## src/rtl/skip_seq_counter.sv

```systemverilog
// ============================================================================
// Module   : skip_seq_counter
// Purpose  : Up/down sequence counter that skips states flagged in SKIP_MASK
//            and recovers from them on its own. The optional gray_o output is
//            enabled by defining SKIP_SEQ_GRAY_EN.
// Revision : 1.0 - initial release
// ============================================================================
`default_nettype none

module skip_seq_counter #(
    parameter int                    WIDTH     = 3,
    parameter logic [2**WIDTH-1:0]   SKIP_MASK = 8'h88,
    parameter logic [WIDTH-1:0]      RESET_VAL = '0
) (
    input  logic             clk,
    input  logic             reset,
    input  logic             en,
    input  logic             dir,
    input  logic             load,
    input  logic [WIDTH-1:0] load_val,
    output logic [WIDTH-1:0] count_o,
    output logic             tc_o,
    output logic             illegal_o
`ifdef SKIP_SEQ_GRAY_EN
    ,
    output logic [WIDTH-1:0] gray_o
`endif
);

    localparam int c_NSTATES = 2**WIDTH;

    if ((SKIP_MASK == {c_NSTATES{1'b1}}) || SKIP_MASK[RESET_VAL]) begin : g_bad_params
        $error("skip_seq_counter: SKIP_MASK has no valid state or RESET_VAL is skipped");
    end

    // Nearest non-skipped state in the chosen direction. If no other state is
    // valid, the current state is returned, so a lone valid state wraps to itself.
    function automatic logic [WIDTH-1:0] f_step(input logic [WIDTH-1:0] cur,
                                                input logic             up);
        logic [WIDTH-1:0] cand;
        logic [WIDTH-1:0] res;
        logic             found;
        cand  = cur;
        res   = cur;
        found = 1'b0;
        for (int i = 1; i < c_NSTATES; i++) begin
            cand = up ? cand + 1'b1 : cand - 1'b1;
            if (!found && !SKIP_MASK[cand]) begin
                res   = cand;
                found = 1'b1;
            end
        end
        return res;
    endfunction

    logic [WIDTH-1:0] r_count;
    logic [WIDTH-1:0] w_step;
    logic [WIDTH-1:0] w_next;
    logic             w_wrap;

    always_comb begin
        w_step = f_step(r_count, dir);
        w_wrap = dir ? (w_step <= r_count) : (w_step >= r_count);
        w_next = r_count;
        if (load) begin
            w_next = load_val;
        end else if (en) begin
            w_next = w_step;
        end
    end

    always_ff @(posedge clk or negedge reset) begin
        if (!reset) begin
            r_count <= RESET_VAL;
        end else begin
            r_count <= w_next;
        end
    end

    assign count_o   = r_count;
    // Gated by reset so tc_o stays low while the counter is held.
    assign tc_o      = reset & en & ~load & w_wrap;
    assign illegal_o = SKIP_MASK[r_count];

`ifdef SKIP_SEQ_GRAY_EN
    logic [WIDTH-1:0] r_gray;

    always_ff @(posedge clk or negedge reset) begin
        if (!reset) begin
            r_gray <= RESET_VAL ^ (RESET_VAL >> 1);
        end else begin
            r_gray <= w_next ^ (w_next >> 1);
        end
    end

    assign gray_o = r_gray;
`endif

endmodule

`default_nettype wire

```

## config.mk

```make
export PLATFORM = sky130hd
export DESIGN_NAME = skip_seq_counter
export DESIGN_NICKNAME = d
export VERILOG_FILES = /design/src/rtl/skip_seq_counter.sv
export SDC_FILE = /design/constraint.sdc
export NUM_CORES = 1
export LEC_CHECK = 0
export CORE_UTILIZATION = 52
export DETAILED_ROUTE_END_ITERATION = 10
export PLACE_DENSITY = 0.8
export SYNTH_ARGS = -nofsm -noshare
export SYNTH_HDL_FRONTEND = slang
export SYNTH_SLANG_ARGS = --single-unit
```

## constraint.sdc

```tcl
create_clock -name clk -period 4.75 [get_ports clk]
set_clock_uncertainty 0.1 [all_clocks]
set_input_delay 0.475 -clock clk [delete_from_list [all_inputs] [get_ports clk]]
set_output_delay 0.475 -clock clk [all_outputs]
set_load 0.1 [all_outputs]
```

== Word level (Yosys, flattened, before mapping) ==
Memories as Yosys holds them, arrays and structs flattened.
Index checks and enable logic that the tools add are counted.
Cells by class
  order comparisons: 10
  add/sub/neg operators: 14
  reduce and logical (&&, ||, !) cells: 18
  muxes and demuxes: 31
  bitwise gates (word level): 4
Operator list (number)
  3-bit two-way mux: 16
  3-bit by 4-bit less-than comparator with 1-bit output (second input constant): 8
  3-bit by 1-bit adder with 3-bit output (second input constant): 7
  3-bit by 1-bit subtractor with 3-bit output (second input constant): 7
  1-bit two-way mux: 15
  1-bit logical NOT: 11
  1-bit logical AND: 6
  1-bit bitwise AND: 3
  3-bit >= comparator: 1
  3-bit <= comparator: 1
  2-bit nonzero test: 1
  1-bit NOT: 1
Word-level totals
  output and inout port bits: 5
  memories: 8
  ROM bits: 64
  bits of input ports: 8
  register bits: 3
Memories
  (name not given): words 8, bits a word 1, read ports 1, clocked after Yosys merged registers in 0, write ports 0, line 83  | assign illegal_o = SKIP_MASK[r_count];
  (name not given): words 8, bits a word 1, read ports 1, clocked after Yosys merged registers in 0, write ports 0, line 48  | if (!found && !SKIP_MASK[cand]) begin
  (name not given): words 8, bits a word 1, read ports 1, clocked after Yosys merged registers in 0, write ports 0, line 48
  (name not given): words 8, bits a word 1, read ports 1, clocked after Yosys merged registers in 0, write ports 0, line 48
  (name not given): words 8, bits a word 1, read ports 1, clocked after Yosys merged registers in 0, write ports 0, line 48
  (name not given): words 8, bits a word 1, read ports 1, clocked after Yosys merged registers in 0, write ports 0, line 48
  +2 memories

== Logic depth before layout (Yosys ltp) ==
  depth in word-level cells: 27
  mapped depth: 17
  gate-level depth less buffers: 16

== Worst setup path after synthesis ==
No wires, ideal clock.
  path type: register -> output
  start point: register r_count[1] (netlist: count_o[1])
  end point: output port tc_o
  arrival: 6.841 ns
  slack: -2.666 ns
  data required time: 4.175 ns
  cell stages (with the launch flop): 16
  cell sequence: dfrtp_1 inv_1 ha_1 xnor2_1 xnor2_1 ha_1 nand4b_1 a311oi_1 a31oi_1 nand2b_1 ha_1 a21o_1 a21oi_1 xnor2_1 a31oi_1 nor4b_1
Between the ends
  cells in the longest elaborated chain, start to end: 27
  elaborated cells between the ends (all ways): 69
  those cells by class: 14 x add/sub; 2 x order compare; 28 x mux; 1 x bitwise; 17 x reduce/logical; 7 x memory
RTL lines
  start: declaration: line 56  | logic [WIDTH-1:0] r_count;
  start signal: assignment: line 76  | r_count <= w_next;
  parallel branches: the longest is 25 deep, another holds 3-bit by 1-bit subtractor with 3-bit output
  1-bit two-way mux (*): line 63  | w_wrap = dir ? (w_step <= r_count) : (w_step >= r_count);
  1-bit bitwise AND (*): line 82  | assign tc_o = reset & en & ~load & w_wrap;
  end: declaration: line 22  | output logic tc_o,
Every way passes the cells marked *. The select of a mux whose other input is x is not followed.

== Worst setup path in the final report ==
  start point: register r_count[0] (netlist: count_o[0])
  end point: output port tc_o
Same word-level chain as after synthesis.

==> flow_summary.json <==
{
  "port_buffers": 12,
  "synth_top_area_cell": "ha_1",
  "dp_cells": 124,
  "ys_seq_area_share_pct": 9.92,
  "hold_class": "in -> async",
  "leakage_nw": 0.424,
  "synthDistinctLibCells": 36,
  "grt_pass1_wl_um": 2800,
  "wirelength_um": 1890,
  "worstSetupEndpointType": "primary output",
  "antenna_found_initial": 0,
  "cp_num_buf_inv": 1,
  "worstSetupPathType": "reg -> out",
  "status": "finished clean",
  "cp.required_ps": 4180,
  "pin_count": 13,
  "clockBufferDepth": 2,
  "max-cap-violations": 0,
  "rsz0062_at_grt": "false",
  "cts_made_buffers": 3,
  "timing.fmax_mhz": 220,
  "peakVddDrop_uv": 241,
  "synth_top_area_share_pct": 21.5,
  "syn_area_um2": 757,
  "antenna_left": 0,
  "start_util_pct": 56.8,
  "chipWidth_um": 40.2,
  "drt-initial-drc-count": 34,
  "vias": 781,
  "cp_slowest_cell": "dfrtp_4",
  "nets": 138,
  "crit_top_cell": "ha_1",
  "cp_cell_sequence": "ha_1 > xnor2_4 > xnor2_2 > ha_1 > o21ai_0 > a21oi_1 > nor3_2 > a31oi_1 > nor2_1 > ha_1 > a21oi_1 > xnor2_1 > a31oi_1 > nor4b_4 > buf_12",
  "stdcell_count": 130,
  "synthTopCellsByArea": "ha_1 21%, dfrtp_1 9.9%, xnor2_1 6.9%, inv_1 5.5%, mux2i_1 4.0%",
  "tightest_slew_ps": 965,
  "power.total_mw": 0.461,
  "synthFlopType": "dfrtp_1",
  "hold_viol": 0,
  "crit_family": "adder cells",
  "cp_max_fo": 11,
  "firstDrtPassIters": 4,
  "r2r_setup_slack_ps": 1880,
  "clock_latency_ps": 240,
  "cts_hold_buf": 0,
  "diodes": 0,
  "r2r-end": "count_o[0]",
  "via_per_inst": 6.01,
  "place_area_um2": 963,
  "gp_congestion": 0.982,
  "worstReg2RegStart": "count_o[0]",
  "core_area_mm2": 0.00133,
  "area_growth_pct": 37.2,
  "fillers": 98,
  "track_usage_pct": 26.1,
  "synth.avg_cell_area_um2": 7.80,
  "root_buffer": "clkbuf_4",
  "dieArea_mm2": 0.00161,
  "tns_ps": 0,
  "clock-sinks": 3,
  "rr_worst_depth": 10,
  "synth.net_count": 119,
  "drc_errors": 0,
  "async_flop_share_pct": 100,
  "timing.final.crit_share_pct": 95.9,
  "crit_path_start_kind": "flip-flop",
  "finalSetupViolCount": 0,
  "fin_area_mm2": 0.00104,
  "grt_overflow": 0,
  "cpPeakStageDelay_ps": 570,
  "ys_warn_count": 0,
  "ys_seq_elements": 3,
  "grt_pass1_vias": 625,
  "max-slew-margin-rel_pct": 35.5,
  "cts_max_level": 1,
  "die_y_um": 40.2,
  "drive_above_1_share_pct": 23.5,
  "clk_pin_slew_ps": 40,
  "fp-row-count": 13,
  "crit_arrival_ps": 3980,
  "grt_start_max_net_pins": 12,
  "wl_per_cell_um": 14.5,
  "cts_tree": "yes",
  "slew_viol_final": 0,
  "period_minus_slack_ps": 4560,
  "pwr_density_cell_mw_per_mm2": 443,
  "netlist_instances": 97,
  "largest_register_ffs": 3,
  "synth_edf_count": 0,
  "dp_hpwl_um": 1430
}
## metrics by stage
step | hold slack [ps] | setup slack, ps | util (%)
floorplan | 79.4 | -33.9 | -
global route | 336 | 10.3 | 77.9
CTS | 336 | 199 | 74.2
global placement | 585 | 272 | 72.2
detailed placement | 594 | 227 | 72.2
finish | 335 | 195 | 77.9
## what timing repair did
item                       CTS  global route
setup endpoints to repair    0             1
buffers inserted             0             2
resized for setup            0             5
## worst max-delay path by stage
stage	startpoint	end	cells after the start
floorplan	count_o[1]	tc_o	15
global placement	dir	tc_o	13
detailed placement	dir	tc_o	13
CTS	count_o[0]	tc_o	15
global route	count_o[0]	tc_o	15
finish	count_o[0]	tc_o	15
## Yosys cell counts, types with 2 or more instances
master,n
mux2i_1,3
inv_1,11
nand3_1,5
dfrtp_1,3
nor2_1,4
o22ai_1,2
xor2_1,2
ha_1,13
a31oi_1,4
nor4b_1,2
xnor2_1,6
nand2_1,7
nor3_1,4
a21oi_1,4
nand3b_1,2
o21ai_0,5
## kinds of logic (layout without fill, tap and decap cells)
group | Yosys count | in the layout | share of synthesized area, %
flops | 3 | 3 | 9.92
compound gates | 22 | 22 | 19.3
buf+inv | 14 | 32 | 7.27
simple gates | 31 | 31 | 22.5
xor+xnor | 9 | 9 | 11.4
mux | 4 | 4 | 5.45
fa+ha+maj | 14 | 14 | 24.1
## area by class of cell
| class | instances | area [um^2] | share of cell area [%] |
|---|---|---|---|
| timing repair buffer | 17 | 168 | 16.1 |
| multi-input combinational | 80 | 698 | 67.2 |
| tap | 15 | 18.8 | 1.81 |
| sequential | 3 | 82.6 | 7.95 |
| inverter | 11 | 45.0 | 4.34 |
| clock buffer | 4 | 26.3 | 2.53 |
## report_power, final
group	internal, mW	switching [mW]	total, mW
logic	0.153	0.213	0.367
clock network	0.0317	0.0163	0.0479
registers	0.0320	0.0140	0.0461
## layout by cell type, fill, tap and decap left out, types with 2 or more instances in the layout
master and instances:
nor3_1 4, ha_1 11, o21ai_0 5, xnor2_1 4, clkbuf_4 3, o22ai_1 2
a31oi_1 4, nand2_1 7, nand3b_1 2, buf_4 5, clkdlybuf4s50_1 11, nand3_1 5
inv_1 9, xor2_1 2, nor2_1 4, a21oi_1 4, mux2i_1 3, dfrtp_4 2
## per-layer routing
| metal | global-route usage (%) | part of all wire, % | wire length, um |
|---|---|---|---|
| met3 | 5.56 | 6.6 | 124 |
| met5 | 0 | 0 | 0 |
| met2 | 39.1 | 46 | 868 |
| met4 | 12.1 | 0.53 | 10 |
| met1 | 35.1 | 47 | 882 |
Power figures use the tool's default switching activity.
